`config.mk`:
```
export PLATFORM = sky130hd
export DESIGN_NAME = vram_fetch_scheduler
export DESIGN_NICKNAME = d
export VERILOG_FILES = /design/src/rtl/vram_fetch_scheduler.sv
export SDC_FILE = /design/constraint.sdc
export NUM_CORES = 1
export LEC_CHECK = 0
export CAP_MARGIN = 20
export CORE_MARGIN = 2
export CORE_UTILIZATION = 35
export DETAILED_ROUTE_END_ITERATION = 12
export GPL_ROUTABILITY_DRIVEN = 0
export SLEW_MARGIN = 20
export SYNTH_ARGS = -nofsm -noshare
export SYNTH_HDL_FRONTEND = slang
export SYNTH_SLANG_ARGS = --single-unit
```
`constraint.sdc`:
```
create_clock -name clk -period 5.8 [get_ports clk]
set_input_delay 1.45 -clock clk [delete_from_list [all_inputs] [get_ports clk]]
set_output_delay 1.45 -clock clk [all_outputs]
set_load 0.005 [all_outputs]
```
`src/rtl/vram_fetch_scheduler.sv`:
```
// Arbitrates a single-port video RAM between a per-8-pixel video fetch and a host port,
// and serialises fetched bytes MSB-first into a 1bpp pixel stream.
module vram_fetch_scheduler #(
    parameter int H_DISPLAY      = 640,
    parameter int H_TOTAL        = 800,
    parameter int V_DISPLAY      = 480,
    parameter int V_TOTAL        = 525,
    parameter int H_LEN          = 9,
    parameter int V_LEN          = 9,
    parameter int ADDR_W         = 16,
    parameter bit HOST_ACTIVE_EN = 1'b1
) (
    input  logic              clk,
    input  logic              reset,
    input  logic              display_on,
    input  logic [H_LEN:0]    hpos,
    input  logic [V_LEN:0]    vpos,
    input  logic [ADDR_W-1:0] fb_base,
    output logic [ADDR_W-1:0] ram_addr,
    output logic              ram_we,
    output logic [7:0]        ram_wdata,
    input  logic [7:0]        ram_rdata,
    input  logic              host_valid,
    input  logic              host_we,
    input  logic [ADDR_W-1:0] host_addr,
    input  logic [7:0]        host_wdata,
    output logic              host_ready,
    output logic              host_rvalid,
    output logic [7:0]        host_rdata,
    output logic              pix_out
);

    localparam int TX_W    = H_LEN + 2;
    localparam int V_LAST  = V_TOTAL - 1;
    localparam int H_WORDS = H_DISPLAY / 8;

    localparam logic [TX_W-1:0]   L_TX_TOTAL = TX_W'(H_TOTAL);
    localparam logic [TX_W-1:0]   L_TX_DISP  = TX_W'(H_DISPLAY);
    localparam logic [H_LEN:0]    L_H_DISP   = (H_LEN+1)'(H_DISPLAY);
    localparam logic [V_LEN:0]    L_V_DISP   = (V_LEN+1)'(V_DISPLAY);
    localparam logic [V_LEN:0]    L_V_LAST   = (V_LEN+1)'(V_LAST);
    localparam logic [ADDR_W-1:0] L_H_WORDS  = ADDR_W'(H_WORDS);

    typedef enum logic [1:0] {
        ST_IDLE  = 2'd0,
        ST_HOST  = 2'd1,
        ST_VIDEO = 2'd2
    } state_t;

    state_t r_state;
    state_t w_state_next;

    logic [2:0]        w_slot;
    logic [TX_W-1:0]   w_tx_raw;
    logic [TX_W-1:0]   w_tx;
    logic [V_LEN:0]    w_tline;
    logic              w_fetch;
    logic              w_fetch_now;
    logic              w_host_ok;
    logic              w_accept;
    logic [ADDR_W-1:0] w_vid_addr;

    logic [ADDR_W-1:0] r_ram_addr;
    logic              r_ram_we;
    logic [7:0]        r_ram_wdata;
    logic              r_rvalid;
    logic              r_fetch_grp;
    logic [7:0]        r_sr;
    logic [ADDR_W-1:0] r_base;

    // Target of the decision taken in slot 5: the next 8-pixel group, possibly on the next line.
    assign w_slot      = hpos[2:0];
    assign w_tx_raw    = (TX_W'(hpos) | TX_W'(7)) + TX_W'(1);
    assign w_tx        = (w_tx_raw == L_TX_TOTAL) ? '0 : w_tx_raw;
    assign w_tline     = (hpos >= L_H_DISP) ? ((vpos == L_V_LAST) ? '0 : vpos + 1'b1) : vpos;
    assign w_fetch     = (w_tx < L_TX_DISP) && (w_tline < L_V_DISP);
    assign w_fetch_now = (w_slot == 3'd5) && w_fetch;
    assign w_vid_addr  = r_base + ADDR_W'(w_tline) * L_H_WORDS + ADDR_W'(w_tx[TX_W-1:3]);

    assign w_host_ok   = HOST_ACTIVE_EN || (vpos >= L_V_DISP);
    assign host_ready  = ~w_fetch_now & w_host_ok;
    assign w_accept    = host_valid & host_ready;

    // Next port owner; the RAM command registers are loaded for that owner on the same edge.
    always_comb begin
        w_state_next = ST_IDLE;
        if (w_fetch_now) begin
            w_state_next = ST_VIDEO;
        end else if (w_accept) begin
            w_state_next = ST_HOST;
        end
    end

    always_ff @(posedge clk or negedge reset) begin
        if (!reset) begin
            r_state <= ST_IDLE;
        end else begin
            r_state <= w_state_next;
        end
    end

    always_ff @(posedge clk or negedge reset) begin
        if (!reset) begin
            r_ram_addr  <= '0;
            r_ram_we    <= 1'b0;
            r_ram_wdata <= 8'h00;
            r_rvalid    <= 1'b0;
            r_fetch_grp <= 1'b0;
            r_sr        <= 8'h00;
            r_base      <= '0;
        end else begin
            // A host read owning the port this cycle returns data in the following cycle.
            r_rvalid <= (r_state == ST_HOST) && !r_ram_we;

            case (w_state_next)
                ST_VIDEO: begin
                    r_ram_addr <= w_vid_addr;
                    r_ram_we   <= 1'b0;
                end
                ST_HOST: begin
                    r_ram_addr  <= host_addr;
                    r_ram_we    <= host_we;
                    r_ram_wdata <= host_wdata;
                end
                default: begin
                    r_ram_we <= 1'b0;
                end
            endcase

            if (w_slot == 3'd5) begin
                r_fetch_grp <= w_fetch;
            end

            if (w_slot == 3'd7) begin
                r_sr <= r_fetch_grp ? ram_rdata : 8'h00;
            end else begin
                r_sr <= {r_sr[6:0], 1'b0};
            end

            // Base is only picked up at the start of vblank so a frame never mixes two buffers.
            if ((hpos == '0) && (vpos == L_V_DISP)) begin
                r_base <= fb_base;
            end
        end
    end

    assign ram_addr    = r_ram_addr;
    assign ram_we      = r_ram_we;
    assign ram_wdata   = r_ram_wdata;
    assign host_rvalid = r_rvalid;
    assign host_rdata  = r_rvalid ? ram_rdata : 8'h00;
    assign pix_out     = display_on & r_sr[7];

endmodule

```
### Word level (Yosys, flattened, before mapping)

Cells that the tools add are included.

| word-level totals | value |
|---|---|
| register bits | 53 |
| input bits | 73 |
| output and inout bits | 36 |
| logic and storage cells | 44 |

| operators by class | value |
|---|---|
| add/subtract/negate cells | 4 |
| multipliers | 1 |
| order comparisons | 3 |
| equality and inequality tests | 8 |
| mux-type cells | 10 |
| bitwise operators | 3 |
| reduce and logical (&&, ||, !) cells | 7 |

Operators with widths:

| kind | count |
|---|---|
| 16-bit one-hot mux with 2 select lines | 1 |
| 8-bit two-way mux | 3 |
| 10-bit two-way mux | 2 |
| 16-bit adder | 1 |
| 16-bit by 8-bit adder with 16-bit output | 1 |
| 10-bit by 3-bit multiplier with 12-bit output (second input constant) | 1 |
| 10-bit by 1-bit adder with 11-bit output (second input constant) | 1 |
| 11-bit by 10-bit == test with 1-bit output (second input constant) | 1 |
| 11-bit by 10-bit less-than comparator with 1-bit output (second input constant) | 1 |
| 11-bit two-way mux | 1 |
| 10-bit by 1-bit adder with 10-bit output (second input constant) | 1 |
| 10-bit == test (second input constant) | 1 |
| 10-bit by 9-bit == test with 1-bit output (second input constant) | 1 |
| 10-bit greater-or-equal comparator (second input constant) | 1 |
| 10-bit logical NOT | 1 |
| 10-bit by 9-bit less-than comparator with 1-bit output (second input constant) | 1 |
| 3-bit == test (second input constant) | 2 |
| 2-bit by 1-bit == test with 1-bit output (second input constant) | 2 |
| 1-bit logical AND | 4 |
| 1-bit AND | 2 |
| 2-bit == test (second input constant) | 1 |
| 1-bit two-way mux | 2 |
| 2-bit two-way mux | 1 |
| 2-bit nonzero test | 1 |
| 2 further kinds | 2 |

### Logic depth before layout (Yosys ltp)

| logic depth | value |
|---|---|
| word-level depth | 12 |
| mapped depth | 22 |
| depth with buffers taken out | 22 |

### Least setup slack after synthesis

Ideal clock, no wire load.

| path | value |
|---|---|
| kind | input port to flip-flop |
| from | input port vpos[7] |
| to | register r_ram_addr[15], in the netlist ram_addr[15] |
| library setup time | 128 ps |
| data arrival time | 5,360 ps |
| required time | 5,672 ps |
| slack | 312 ps |
| stages on the path | 17 |
| path buffers | 0 |
| cell sequence | or4_1 nor4_1 nor2_1 ha_1 ha_1 a21o_1 a21oi_1 nor2b_1 o21ai_0 nor2b_1 xnor2_1 ha_1 ha_1 nand2_1 o41ai_1 xnor2_1 o21ai_0 |

| between the ends | value |
|---|---|
| cells in the longest elaborated chain, start to end | 12 |
| elaborated cells between the ends (all ways) | 18 |
| classes of those cells | 3 x add/sub; 1 x mul; 1 x order compare; 3 x eq/ne; 5 x mux; 2 x bitwise; 3 x reduce/logical |

RTL lines:

| item | RTL line | text |
|---|---|---|
| from (decl) | 17 | `input logic [V_LEN:0] vpos,` |
| 10-bit by 1-bit adder with 10-bit output or 10-bit == test (tied branches) | 75 | `assign w_tline = (hpos >= L_H_DISP) ? ((vpos == L_V_LAST) ? '0 : vpos + 1'b1) : vpos;` |
| 10-bit two-way mux | 75 |  |
| 10-bit two-way mux * | 75 |  |
| parallel branches: the longest is 9 deep, another holds 16-bit adder | -- |  |
| to (signal assigned) | 117 | `r_ram_addr <= w_vid_addr;` |
| to (signal assigned) | 121 | `r_ram_addr <= host_addr;` |
| to (decl) | 63 | `logic [ADDR_W-1:0] r_ram_addr;` |

Every way passes the cells marked *.
A chain may end at the register's enable or synchronous reset.

### Final worst setup path

| path | value |
|---|---|
| from | input port vpos[5] |
| to | register r_ram_addr[15], in the netlist ram_addr[15] |

Same word-level chain as after synthesis.

==> results.md <==
- Number of I/O port buffers: approximately 110
- P_leak: about 2.8 nW
- DRC viols: 0
- Ports: 109
- Cells after Synth: 428
- First-pass GRT wire length: approximately 17000 um
- TritonCTS buffer count: 5
- Clk root buf: clkbuf_16
- Clock latency on the worst-skew pair: 0.29 ns
- Finished Layout Cells: ~720
- Cell Rows: 39
- TNS Setup: 0 ns
- Post-synth top flop: dfrtp_1
- Core Footprint: 11500 um^2
- Startpoint type of the worst setup path: primary input
- Via density: between 5 and 6
- Initial Util: 0.360
- Leading post-synthesis cells by cell area: dfrtp_1, ha_1, mux2_2
- FMAX: about 180 MHz
- Critical path type: primary input to register
- VDD IR-drop max: 0.000113 V
- Initial antenna violation count: 0
- Worst Hold Class: register to register
- Final HPWL DP: 8000 um
- DRT antenna net count: 0
- Net total in the final layout: just under 700
- Crit path capture type: register
- RSZ-0062 raised after global routing: no
- Largest net degree at the start of global routing: between 50 and 60
- CP arrival: just under 6 ns
- Global route total overflow: 0
- Yosys warning count: 0
- Fin area: a little under 6000 um^2
- Worst-case clock buffer depth: 2
- Clock-pin slew on the worst setup and hold paths: roughly 0.070 ns
- Number of synthesized flops with an enable pin: 0
- Crit Path Max Fanout: 4
- Drt first pass iters: 4
- Layout cells sized above 1: 0.175
- Final Total Pwr: 0.00124 W
- FFs w/ async S/R, synth: 1.00
- DP Area: ~5600 um^2
- Initial DRC Count: between 90 and 100
- Minimum clock period: ~5.6 ns
- # clock sinks: 53
- Cell area after synthesis: roughly 4100 um^2
- Total Routing Usage GR: 0.156
- Area growth syn-to-layout: 42.1%
- Final Max Slew Viols: 0
- DIE HEIGHT: roughly 110 um
- TritonCTS clock tree: done
- Max-slew headroom: 0.547
- Drt wl/cell: roughly 14 um
- Fillers: between 1000 and 1500
- Worst path required time: slightly below 6 ns
- Share of the synthesized area in the top cell type: 0.321
- Die ar.: 12700 um^2
- # hold bufs at CTS: 0
- #FFs+latches synth: 53
- Cells after DPL: 707
- Sequential area share after synthesis: 0.321
- Antenna cells: 0
- Routed vias: ~3600
- Cell accounting for the most synthesized area: dfrtp_1
- Layout Skew: between 0.005 and 0.006 ns
- Tcrit/Tclk final: 0.969
- Post-synth cell types: between 50 and 60
- Outcome: completed
- Mapped Nets: 551
- Worst slew pin tran: between 0.6 and 0.7 ns
- Final hold violations: 0
- Maximum Capacitance Violations: 0
- Vias in the first global route: 3628
- Total Wirelength: around 10000 um
- Post-Syn Area per Cell: 9.65 um^2
- Final setup violating endpoints: 0
- Chip Width: between 100 and 150 um
- PwrDens: 211 nW/um^2
- H-tree depth: 2
## critical path, cell delays in order
cell             delay [ns]
clkdlybuf4s50_1        0.42
or4_4                  0.51
nor4_4                 0.30
buf_4                  0.16
buf_4                  0.10
nor2_1                 0.05
ha_1                   0.30
ha_2                   0.18
inv_1                  0.08
fa_2                   0.22
nor2b_2                0.05
o31a_1                 0.29
o21a_1                 0.17
nor2_1                 0.11
xnor2_1                0.10
ha_1                   0.34
ha_4                   0.25
o21a_1                 0.18
nor2_2                 0.14
a21o_1                 0.12
o41ai_2                0.08
xnor2_1                0.14
o21ai_1                0.07
## logic make-up after synthesis
group	Yosys count	share of synthesized area
AO/OA/AOI/OAI	94	0.151
multiplexers	40	0.114
flip-flops	53	0.321
AND/OR/NAND/NOR	125	0.155
XOR/XNOR	28	0.0594
buffers and inverters	38	0.0376
adder cells (fa/ha/maj)	50	0.162
## report_power, final
group | internal, W | switching, W | leakage [nW]
logic | 0.000293 | 0.000235 | 2.02
clock network | 0.000160 | 0.000135 | 0.0631
registers | 0.000396 | 0.0000158 | 0.668
total | 0.000849 | 0.000386 | 2.75
## through the flow
step | setup slack, ns | util | hold slack (ns)
global placement | -0.107 | 0.491 | 0.403
CTS | 0.0530 | 0.504 | 0.420
floorplan | 0.312 | - | 0.383
detailed placement | -0.230 | 0.491 | 0.410
global route | 0.0122 | 0.512 | 0.439
finish | 0.180 | 0.512 | 0.414
## routing by layer
layer  track usage  wire, um  vias to the layer above
li1              -         -                     1809
met1         0.208      4690                     1709
met2         0.264      4760                      105
met3        0.0297       542                        7
met4        0.0374        94                        0
met5             0         0                        -
## flip-flops by register name (all words and copies together), names as in the netlist
register	count
ram_we	1
r_base	16
ram_addr	16
r_fetch_grp	1
r_state	2
r_sr	8
ram_wdata	8
host_rvalid	1
## worst paths after layout
path,start,endpoint,slack (ns),depth (start not counted)
setup / recovery,vpos[5],ram_addr[15],0.18,23
hold / removal,r_state[1],host_rvalid,0.41,1
setup reg to reg,r_base[4],ram_addr[14],3.01,9
hold reg to reg,r_state[1],host_rvalid,0.41,1
max in group asynchronous,reset,ram_addr[7],4.07,2
min in group asynchronous,reset,ram_addr[13],1.28,2
## cell usage in the layout (no fill, tap or decap), types with 7 or more instances in the layout
cell type,n
o21a_1,11
xor2_1,9
mux2_4,9
dfrtp_1,53
xnor2_1,19
and2_1,11
clkdlybuf4s50_1,104
nor2_1,25
mux2_2,20
ha_1,41
a21oi_1,19
nand3_1,8
buf_4,41
mux2i_1,11
a21o_1,7
inv_1,24
nor3_1,7
and3_1,7
nand2_1,41
o21ai_0,24
## repair_timing
item | in CTS | in global routing
setup endpoints to repair | 0 | 4
resized for setup | 0 | 21
buffers inserted | 0 | 0
## cell type report
| class | instances | area [um^2] | share of cell area |
|---|---|---|---|
| repair buffers | 150 | 1400 | 0.238 |
| clock buffers | 6 | 129 | 0.0220 |
| inverters | 25 | 93.8 | 0.0160 |
| flip-flops and latches | 53 | 1330 | 0.226 |
| multi-input cells | 337 | 2730 | 0.465 |
| well taps | 143 | 179 | 0.0305 |
| clock inverters | 2 | 15.0 | 0.00256 |
## synthesized netlist by cell type (8+ instances only)
| cell | n |
|---|---|
| xnor2_1 | 19 |
| o21ai_0 | 26 |
| nand3_1 | 8 |
| and2_1 | 11 |
| ha_1 | 44 |
| mux2_4 | 9 |
| dfrtp_1 | 53 |
| mux2_2 | 20 |
| nand2_1 | 41 |
| mux2i_1 | 11 |
| a21oi_1 | 22 |
| nor2_1 | 26 |
| inv_1 | 25 |
| xor2_1 | 9 |
| o21a_1 | 11 |
Note: power is estimated with default switching activity, not from simulation.
